### config.mk
export PLATFORM = sky130hd
export DESIGN_NAME = wb_stage
export DESIGN_NICKNAME = d
export VERILOG_FILES = /design/src/rtl/wb_stage.sv
export SDC_FILE = /design/constraint.sdc
export NUM_CORES = 1
export LEC_CHECK = 0
export CAP_MARGIN = 20
export CORE_UTILIZATION = 49
export CTS_CLUSTER_DIAMETER = 120
export DETAILED_ROUTE_END_ITERATION = 12
export PLACE_DENSITY = 0.76
export SYNTH_ARGS = -nofsm -noshare
export SYNTH_HDL_FRONTEND = slang
export SYNTH_SLANG_ARGS = --single-unit
### constraint.sdc
create_clock -name clk -period 5 [get_ports clk]
set_input_delay 0.5 -clock clk [delete_from_list [all_inputs] [get_ports clk]]
set_output_delay 0.5 -clock clk [all_outputs]
set_load 0.01 [all_outputs]
### src/rtl/wb_stage.sv
// wb_stage: write-back arbiter (loads over buffered/bypassed ALU results) with load alignment/extension.
// Optional WB_RETIRE_CNT_EN adds a 64-bit retired-instruction counter on retire_cnt_o.
module wb_stage #(
    parameter int DEPTH = 4
) (
    input  logic        clk,
    input  logic        rst,
    input  logic        ex_valid_i,
    output logic        ex_ready_o,
    input  logic [4:0]  ex_rd_i,
    input  logic [63:0] ex_data_i,
    input  logic [63:0] ex_inst_addr_i,
    input  logic        lsu_valid_i,
    input  logic [4:0]  lsu_rd_i,
    input  logic [63:0] lsu_rdata_i,
    input  logic [2:0]  lsu_funct3_i,
    input  logic [2:0]  lsu_offset_i,
    input  logic [63:0] lsu_inst_addr_i,
    output logic        reg_wen_o,
    output logic [4:0]  reg_waddr_o,
    output logic [63:0] reg_wdata_o,
    output logic        retire_valid_o,
    output logic [63:0] inst_addr_o
`ifdef WB_RETIRE_CNT_EN
    ,output logic [63:0] retire_cnt_o
`endif
);
    localparam int AW = $clog2(DEPTH);
    localparam logic [AW:0] FULL = (AW+1)'(DEPTH);

    logic [4:0]    fifo_rd   [DEPTH];
    logic [63:0]   fifo_data [DEPTH];
    logic [63:0]   fifo_pc   [DEPTH];
    logic [AW-1:0] wp, rp;
    logic [AW:0]   cnt;
    logic          empty, push, pop, sel_valid;
    logic [4:0]    sel_rd;
    logic [63:0]   sel_data, sel_pc, sh, ld;

    assign empty      = cnt == '0;
    assign ex_ready_o = cnt != FULL;
    // The ALU only needs the FIFO when it loses to a load or must queue behind older entries.
    assign push = ex_valid_i && ex_ready_o && (lsu_valid_i || !empty);
    assign pop  = !lsu_valid_i && !empty;

    assign sh = lsu_rdata_i >> {lsu_offset_i, 3'b000};
    assign ld = lsu_funct3_i[1:0] == 2'd0 ? {{56{~lsu_funct3_i[2] & sh[7]}}, sh[7:0]} :
                lsu_funct3_i[1:0] == 2'd1 ? {{48{~lsu_funct3_i[2] & sh[15]}}, sh[15:0]} :
                lsu_funct3_i[1:0] == 2'd2 ? {{32{~lsu_funct3_i[2] & sh[31]}}, sh[31:0]} : sh;

    assign sel_valid = lsu_valid_i || !empty || ex_valid_i;
    assign sel_rd    = lsu_valid_i ? lsu_rd_i        : !empty ? fifo_rd[rp]   : ex_rd_i;
    assign sel_data  = lsu_valid_i ? ld              : !empty ? fifo_data[rp] : ex_data_i;
    assign sel_pc    = lsu_valid_i ? lsu_inst_addr_i : !empty ? fifo_pc[rp]   : ex_inst_addr_i;

    always_ff @(posedge clk) begin
        if (push) begin
            fifo_rd[wp]   <= ex_rd_i;
            fifo_data[wp] <= ex_data_i;
            fifo_pc[wp]   <= ex_inst_addr_i;
        end
    end

    always_ff @(posedge clk) begin
        if (!rst) begin
            wp             <= '0;
            rp             <= '0;
            cnt            <= '0;
            reg_wen_o      <= 1'b0;
            reg_waddr_o    <= '0;
            reg_wdata_o    <= '0;
            retire_valid_o <= 1'b0;
            inst_addr_o    <= '0;
        end else begin
            if (push) wp <= wp + AW'(1);
            if (pop) rp <= rp + AW'(1);
            cnt            <= cnt + (AW+1)'(push) - (AW+1)'(pop);
            retire_valid_o <= sel_valid;
            reg_wen_o      <= sel_valid && sel_rd != 5'd0;
            if (sel_valid) begin
                reg_waddr_o <= sel_rd;
                reg_wdata_o <= sel_data;
                inst_addr_o <= sel_pc;
            end
        end
    end

`ifdef WB_RETIRE_CNT_EN
    always_ff @(posedge clk) begin
        if (!rst) retire_cnt_o <= '0;
        else if (sel_valid) retire_cnt_o <= retire_cnt_o + 64'd1;
    end
`endif
endmodule

# After elaboration in Yosys (flattened, before gate mapping)
# Memory sizes are Yosys's and may differ from the RTL's. A register that Yosys moved wholly into a read port is not among the register bits.
# Index checks and enable logic that the tools add are counted.
[totals] regBits=142 latch_bits=0 mem_bits_rw=532 romBits=0 inputBits=276 out_inout_bits=136 wordCells=51 memories=3
[op_classes] n_addsub=4 n_mul=0 div=0 n_lt_le_gt_ge=0 eq_ne=3 shifts=1 muxes=17 bitwise_logic=4 n_reduce_logical=11
[mem_list] memory="fifo_data" depth=4 word_bits=64 read_ports=1 rd_clocked_by_memory_dff=1 write_ports=1 line="32" source="logic [63:0] fifo_data [DEPTH];"
[mem_list] memory="fifo_pc" depth=4 word_bits=64 read_ports=1 rd_clocked_by_memory_dff=1 write_ports=1 line="33" source="logic [63:0] fifo_pc [DEPTH];"
[mem_list] memory="fifo_rd" depth=4 word_bits=5 read_ports=1 rd_clocked_by_memory_dff=1 write_ports=1 line="31" source="logic [4:0] fifo_rd [DEPTH];"
[op_table] cell="$mux 64" count=7
[op_table] cell="$shr 64x6->64" count=1
[op_table] cell="$mux 2" count=6
[op_table] cell="$mux 5" count=2
[op_table] cell="$reduce_bool 5->1" count=1
[op_table] cell="$add 2x1->2 const B" count=2
[op_table] cell="$logic_and 1x1->1" count=4
[op_table] cell="$add 3x1->3" count=1
[op_table] cell="$and 1x1->1" count=3
[op_table] cell="$logic_not 3->1" count=1
[op_table] cell="$ne 3x3->1 const B" count=1
[op_table] cell="$sub 3x1->3" count=1
[op_table] cell="$eq 2x1->1 const B" count=1
[op_table] cell="$eq 2x2->1 const B" count=1
[op_table] cell="$logic_not 1->1" count=2
[op_table] cell="$logic_not 2->1" count=1
[op_table] cell="$logic_or 1x1->1" count=2
[op_table] cell="$mux 1" count=2
[op_table] cell="$not 1->1" count=1

# Logic depth before layout (Yosys ltp)
# Gate-level depths: netlist of the first run.
[logic_depth] ltp_word=6 depth_mapped=11 ltp_nobuf=11

# Least setup slack after synthesis of the first run
# No wires, ideal clock.
[synth_path] path_kind="input-to-reg" from="input ex_valid_i" to="memory fifo_data[0][0], enable pin" setup_ps=509 arrival_ps=4311 required_time_ps=4491 setup_slack_ps=180 stages=5 n_path_buf=2 path_cell_list="clkbuf_1 -> clkbuf_1 -> nand2_1 -> nor2_1 -> and2_1"
[synth_via] elab_chain_cells=4
[synth_rtl] item="start, declared" line="8" source="input logic ex_valid_i,"
[synth_rtl] item="$logic_and 1x1->1 (2 in series)" line="43" source="assign push = ex_valid_i && ex_ready_o && (lsu_valid_i || !empty);"
[synth_rtl] item="$mux 1" line="57" source="if (push) begin"
[synth_rtl] item="$mux 1 (implied by the code)" line="59" source="fifo_data[wp] <= ex_data_i;"
[synth_rtl] item="end, declared" line="32"
# Every way passes these cells.

# Worst setup path after layout of the first run
[layout_path] from="register cnt[1]" to="register reg_waddr_o[3]"
[layout_via] elab_chain_cells=4 word_cells_on_any_way=6 cone_classes="mux (2); reduce/logical (4)"
[layout_rtl] item="start, declared" line="35" source="logic [AW:0] cnt;"
[layout_rtl] item="start signal, assigned" line="77" source="cnt <= cnt + (AW+1)'(push) - (AW+1)'(pop);"
[layout_rtl] item="$logic_not 3->1 *" line="40" source="assign empty = cnt == '0;"
[layout_rtl] item="$logic_not 1->1"
[layout_rtl] item="$logic_or 1x1->1 (2 in series)" line="51" source="assign sel_valid = lsu_valid_i || !empty || ex_valid_i;"
[layout_rtl] item="end signal, assigned" line="81" source="reg_waddr_o <= sel_rd;"
[layout_rtl] item="end, declared" line="20" source="output logic [4:0] reg_waddr_o,"
# Every way passes the cells marked *; elsewhere a longest branch is shown, timed or not.
# A chain may end at the register's enable or synchronous reset.

==> results of run 1 <==
-- cells in the mapped netlist (13+ instances only) --
master / count / area share, %
a21oi_1: 97 / 1.7
o221ai_1: 37 / 1.1
nor2_1: 195 / 2.6
nand3_1: 22 / 0.39
a211oi_1: 30 / 0.79
mux2i_1: 51 / 1.8
nor3b_1: 91 / 2.4
nor3_1: 92 / 1.6
inv_1: 18 / 0.24
or3_1: 13 / 0.28
and2_1: 13 / 0.28
buf_2: 24 / 0.42
nand3b_1: 14 / 0.37
clkbuf_1: 122 / 1.6
dfxtp_1: 144 / 10
mux4_2: 147 / 12
nand2_1: 72 / 0.94
o21ai_0: 131 / 2.3
edfxtp_1: 532 / 56
-- worst max path at each step --
stage / startpoint / endpoint / slack [ps] / cells past startpoint
5_1_grt: cnt[1] / reg_waddr_o[3] / 1860 / 6
2_1_floorplan: ex_valid_i / fifo_data[0][0] / 180 / 5
3_3_place_gp: lsu_valid_i / cnt[2] / 1730 / 9
4_1_cts: cnt[1] / reg_waddr_o[3] / 1970 / 6
3_5_place_dp: lsu_valid_i / cnt[2] / 1750 / 9
6_report: cnt[1] / reg_waddr_o[3] / 2070 / 6
-- state kept, by name, indices dropped and copies added, names as in the netlist, named ones only --
| name | flops |
|---|---|
| cnt | 3 |
| fifo_data | 256 |
| fifo_pc | 256 |
| fifo_rd | 20 |
| inst_addr_o | 64 |
| reg_waddr_o | 5 |
| reg_wdata_o | 64 |
| reg_wen_o | 1 |
| retire_valid_o | 1 |
| rp | 2 |
| wp | 2 |
-- report_power, final --
part           internal (uW)  switching (uW)  total (uW)  leakage (uW)
logic                   2200            2710        4910       0.00457
registers               6930             421        7350       0.00604
clock network           3030            2180        5200       0.00113
-- layout make-up --
| cell class | instances | area (um2) |
|---|---|---|
| Clock inverter | 29 | 320 |
| Fill cell | 4241 | 22000 |
| Clock buffer | 98 | 2000 |
| Tap cell | 765 | 957 |
| Antenna cell | 7 | 17.5 |
| Inverter | 19 | 71.3 |
| Multi-Input combinational cell | 1121 | 9020 |
| Timing Repair Buffer | 438 | 4400 |
| Sequential cell | 676 | 18900 |
-- per-stage QoR --
stage | total power [uW] | util [%] | worst slack [ps] | hold WS, ps | instances
after global placement | 12300 | 57.7 | 1730 | 452 | 3019
after detailed placement | 12400 | 57.7 | 1750 | 466 | 3019
after global routing | 18200 | 61.8 | 1860 | 475 | 3149
after floorplan | 10500 | - | 180 | 476 | 1977
after CTS | 17600 | 61.8 | 1970 | 432 | 3146
final | 17500 | 61.8 | 2070 | 474 | 3153
-- per-layer routing --
| metal | global-route usage, % | vias up | part of all wire [%] |
|---|---|---|---|
| met5 | 0 | - | 0.12 |
| met1 | 37.1 | 9609 | 40 |
| met4 | 8.81 | 14 | 2.8 |
| met2 | 42.9 | 990 | 48 |
| li1 | - | 8412 | - |
| met3 | 5.84 | 128 | 9.3 |
-- critical path, stage by stage, from the launching register on --
cell and delay [ps]:
dfxtp_1 460, or3_4 450, buf_4 900, mux2i_1 160
o21ai_0 510, nand2_1 120, a21oi_1 160
-- cells by family (layout without fill, tap and decap cells) --
kind of cell | Yosys count | count (layout) | synth area share, %
other cells | 0 | 7 | 0
xor+xnor | 6 | 6 | 0.184
flops | 676 | 676 | 65.9
simple gates | 541 | 541 | 9.47
compound gates | 363 | 363 | 7.89
fa+ha+maj | 6 | 6 | 0.289
mux | 205 | 205 | 13.6
buf+inv | 180 | 584 | 2.60
==> out/summary.txt, run 1 <==
Synth async-reset ratio: 0%
Final WL: 80600 um
Max-Cap Viols: 0
Final HPWL DP: 51600 um
Maximum fanout along the worst path: 84
Placed cell area: 33300 um2
NumNets Final: 2608
Clk slew on worst S/H paths: 60 ps
Die width: 244 um
Endpoints failing hold: 0
Startpoint class of the critical path: flop
IO Pins: 412
CTS resizes: 0
Synthesized instance count: 1977
R2R Setup Slk: 2070 ps
Post-CTS Hold Fix Bufs: 0
Seq/Total Area, Yosys: 65.9%
CTS Sinks: 676
Most used DFF post-synth: edfxtp_1
Initial antenna violation count: 14
Crit path DAT: 3450 ps
Net count after synthesis: 2259
EDFF count, synth: 532
Required @ worst endpoint: 5510 ps
DRC viols: 0
Most common cell after layout, fill and taps aside: edfxtp_1
HP Class: in -> reg
Design Area, Final: 35600 um2
ANT nets after route: 0
Core Region: 57700 um2
Fmax: 341 MHz
Max-slew violations: 0
Port Buf Inserts: 411
Number of setup buffers added after CTS: 0
RSZ-0062 raised after global routing: no
HP Start: rst
VDD IR max: 0.517 mV
R2R cell count: 6
Area Growth Syn to Fin: 24.6%
Fin crit share: 58.7%
Fraction of layout cells with a size suffix above 1: 12.9%
Die Ht: 244 um
Hold Crit Depth: 3
TritonCTS clock tree: built
PwrDens: 490 nW/um2
Initial core utilization: 49.6%
CP endpoint kind: flop
Outcome: completed
Commonest non-fill, non-tap cells in the layout: edfxtp_1 (532), clkdlybuf4s50_1 (406), nor2_1 (195)
Worst Hold End: reg_wdata_o[5]
Global-route wire length before repair: 121000 um
Die area: 59300 um2
R2r startpoint: cnt[1]
Via/cell ratio: 6.07
Post-Syn Area: 28600 um2
CTS HTree Levels: 3
Synth cell types: 52
Slew of the pin with the lowest slew margin: 1180 ps
Number of global-route vias before repair: 19125
Std-Cell Rows: 88
Sum Neg Setup Slack: 0 ps
Placer Congestion: 1.01
Headroom to the max-slew limit: 21.1%
Total track usage: 27.0%
Worst Clk Skew: 23.3 ps
Largest net degree at the start of global routing: 142
Crit path kind: reg -> reg
Finish-stage setup viols: 0
DRT Pass-1 Iters: 5
Post-layout minimum cycle time: 2930 ps
Starting DRT DRC Count: 2045
Root buffer selected by CTS: clkbuf_16
GRT Residual Overflow: 0
DR vias: 19153
#FFs+latches synth: 676
CTS Buf Count: 70
Worst R2R End: reg_waddr_o[3]
Worst-Skew Late Latency: 610 ps
Longest Clk Path Bufs: 3
Syn avg cell area: 14.5 um2
Routed len/inst: 25.6 um
Synth warn: 0
P_leak: 0.0117 uW
Note: power is estimated with default switching activity, not from simulation.
==> run 2: changes to the inputs <==
--- a/config.mk
+++ b/config.mk
@@ -6,10 +6,10 @@
 export NUM_CORES = 1
 export LEC_CHECK = 0
 export CAP_MARGIN = 20
-export CORE_UTILIZATION = 49
+export CORE_UTILIZATION = 55
 export CTS_CLUSTER_DIAMETER = 120
 export DETAILED_ROUTE_END_ITERATION = 12
-export PLACE_DENSITY = 0.76
+export PLACE_DENSITY = 0.81
 export SYNTH_ARGS = -nofsm -noshare
 export SYNTH_HDL_FRONTEND = slang
 export SYNTH_SLANG_ARGS = --single-unit
==> constraint.sdc (replaced) <==
create_clock -name clk -period 2.85 [get_ports clk]
set_input_delay 0.285 -clock clk [delete_from_list [all_inputs] [get_ports clk]]
set_output_delay 0.285 -clock clk [all_outputs]
set_load 0.01 [all_outputs]
==> run 2 against run 1 <==
Compared with the run above:
- combinational power rose by 86%
- highest routed layer unchanged
- critical path depth did not move
- clock power rose by 73%
- fmax rose by 23%
- hold slack got worse by 300 ps
- count of clock-buffer cells in the layout fell by 3
- core utilization rose by 8.1 points
- design area rose by 0.60%
- clock skew fell by 1.6 ps
- power rose by 77%
==> out/summary.txt, run 2 (synthesis results as in run 1) <==
Outcome: completed (unchanged)
Most common cell after layout, fill and taps aside: edfxtp_1 (unchanged)
Placer Congestion: 0.955 (was 1.01)
Worst-Skew Late Latency: 620 ps (was 610 ps)
DRT Pass-1 Iters: 7 (was 5)
Internal Power: 21400 uW (was 12100 uW)
Worst Clk Skew: 21.7 ps (was 23.3 ps)
Post-layout minimum cycle time: 2390 ps (was 2930 ps)
Clk slew on worst S/H paths: 70 ps (was 60 ps)
HP Class: in -> reg (unchanged)
Max-slew violations: 0 (unchanged)
Largest net degree at the start of global routing: 142 (unchanged)
Finish-stage setup viols: 0 (unchanged)
Total power: 30900 uW (was 17500 uW)
Clock power share: 29.0% (was 29.8%)
Sw power: 9540 uW (was 5310 uW)
Maximum fanout along the worst path: 46 (was 84)
Final WL: 82500 um (was 80600 um)
Placed cell area: 33600 um2 (was 33300 um2)
P_leak: 0.0119 uW (was 0.0117 uW)
Fmax: 419 MHz (was 341 MHz)
Std-Cell Rows: 83 (was 88)
DP Worst Slack: 219 ps (was 1750 ps)
Slowest Stage Delay on Critical Path: 580 ps (was 900 ps)
RSZ-0062 raised after global routing: no (unchanged)
Global-route wire length before repair: 123000 um (was 121000 um)
Sum Neg Setup Slack: 0 ps (unchanged)
Root buffer selected by CTS: clkbuf_16 (unchanged)
Number of setup buffers added after CTS: 0 (unchanged)
Initial antenna violation count: 15 (was 14)
Fin crit share: 83.7% (was 58.7%)
Final HPWL DP: 53600 um (was 51600 um)
Die width: 230 um (was 244 um)
Initial core utilization: 55.7% (was 49.6%)
Worst setup margin: 464 ps (was 2070 ps)
Endpoints failing hold: 0 (unchanged)
Required @ worst endpoint: 3410 ps (was 5510 ps)
PwrDens: 862 nW/um2 (was 490 nW/um2)
CTS resizes: 0 (unchanged)
CP endpoint kind: flop (unchanged)
ANT nets after route: 0 (unchanged)
DR vias: 19759 (was 19153)
Fraction of layout cells with a size suffix above 1: 13.8% (was 12.9%)
Startpoint class of the critical path: flop (unchanged)
Crit path DAT: 2950 ps (was 3450 ps)
Crit-path slowest cell: buf_4 (unchanged)
Commonest non-fill, non-tap cells in the layout: edfxtp_1 (532), clkdlybuf4s50_1 (406), nor2_1 (195) (unchanged)
Worst-path cell chain: or3_4, buf_4, nor3b_1, nor3_1, o221ai_1, nand2_1 (was or3_4, buf_4, mux2i_1, o21ai_0, nand2_1, a21oi_1)
NumNets Final: 2637 (was 2608)
Routed len/inst: 26.6 um (was 25.6 um)
Die Ht: 230 um (was 244 um)
CTS Buf Count: 67 (was 70)
TritonCTS clock tree: built (unchanged)
CTS Sinks: 676 (unchanged)
Number of global-route vias before repair: 19744 (was 19125)
Via/cell ratio: 6.38 (was 6.07)
Crit path kind: reg -> reg (unchanged)
Headroom to the max-slew limit: 43.3% (was 21.1%)
DRC viols: 0 (unchanged)
CTS HTree Levels: 3 (unchanged)
Combinational Power Share: 29.5% (was 28.1%)
Total track usage: 31.1% (was 27.0%)
Max-Cap Viols: 0 (unchanged)
GRT Residual Overflow: 0 (unchanged)
Die area: 52900 um2 (was 59300 um2)
Seq pwr share: 41.4% (was 42.1%)
Final std cells w/o fill: 3098 (was 3153)
VDD IR max: 0.853 mV (was 0.517 mV)
Biggest regs: fifo_data x256, fifo_pc x256 (unchanged)
Area Growth Syn to Fin: 25.4% (was 24.6%)
Core Region: 51300 um2 (was 57700 um2)
Starting DRT DRC Count: 2297 (was 2045)
Design Area, Final: 35900 um2 (was 35600 um2)
Port Buf Inserts: 411 (unchanged)
IO Pins: 412 (unchanged)
Switching Share: 30.9% (was 30.4%)
Longest Clk Path Bufs: 3 (unchanged)
Slew of the pin with the lowest slew margin: 845 ps (was 1180 ps)
Placed insts: 2964 (was 3019)
==> run 2: cell count changes in the layout (fill, tap and decap cells not counted), sizes merged, moves of 2 or more <==
cell and change:
diode +2, buf +32, clkinvlp +2, clkbuf -4, clkinv -7, inv +3
==> run 2: area by class of cell <==
type,count,area (um2)
Antenna cell,9,22.5
Clock buffer,95,1880
Clock inverter,28,345
Fill cell,3348,15400
Inverter,19,71.3
Multi-Input combinational cell,1121,9020
Sequential cell,676,18900
Tap cell,680,851
Timing Repair Buffer,470,4800
==> run 2: per-layer routing <==
metal	global-route usage [%]	share of wire, %	vias to the layer above
li1	-	-	8466
met1	41.8	39	9880
met2	49.2	48	1219
met3	7.27	10	184
met4	12.3	3.5	10
met5	0	0.10	-
==> run 2: power by group through the flow <==
stage          combinational [uW]  clock, uW  sequential [uW]
4_1_cts                      9160       9060            12800
3_5_place_dp                 9060          0            13000
5_1_grt                      9730       9430            12900
3_3_place_gp                 8920          0            12900
6_report                     9130       8970            12800
2_1_floorplan                5320          0            12900
==> run 2: worst max-delay path: cells and delay by family, from the launching register on <==
| kind | cells | cell delay (ps) |
|---|---|---|
| AOI/OAI and AO/OA | 1 | 200 |
| buffers and inverters | 1 | 580 |
| DFF | 1 | 470 |
| and+or+nand+nor | 4 | 1040 |
==> run 2: timing repair <==
action | in CTS | in global routing
hold buffers | 1 | 0
endpoints found under the hold margin | 2 | 0
setup endpoints to repair | 0 | 0
==> run 2: final timing paths <==
kind,from,endpoint,slack (ps),depth (start not counted)
min,lsu_offset_i[1],reg_wdata_o[39],180,4
min reg2reg,reg_waddr_o[4],reg_waddr_o[4],480,2
max reg2reg,cnt[1],reg_wdata_o[55],460,6
max,cnt[1],reg_wdata_o[55],460,6
==> run 2: through the flow <==
| stage | hold slack [ps] | util, % |
|---|---|---|
| finish | 177 | 69.9 |
| global placement | 453 | 65.5 |
| CTS | 135 | 69.8 |
| floorplan | 384 | - |
| detailed placement | 472 | 65.5 |
| global route | 156 | 69.9 |
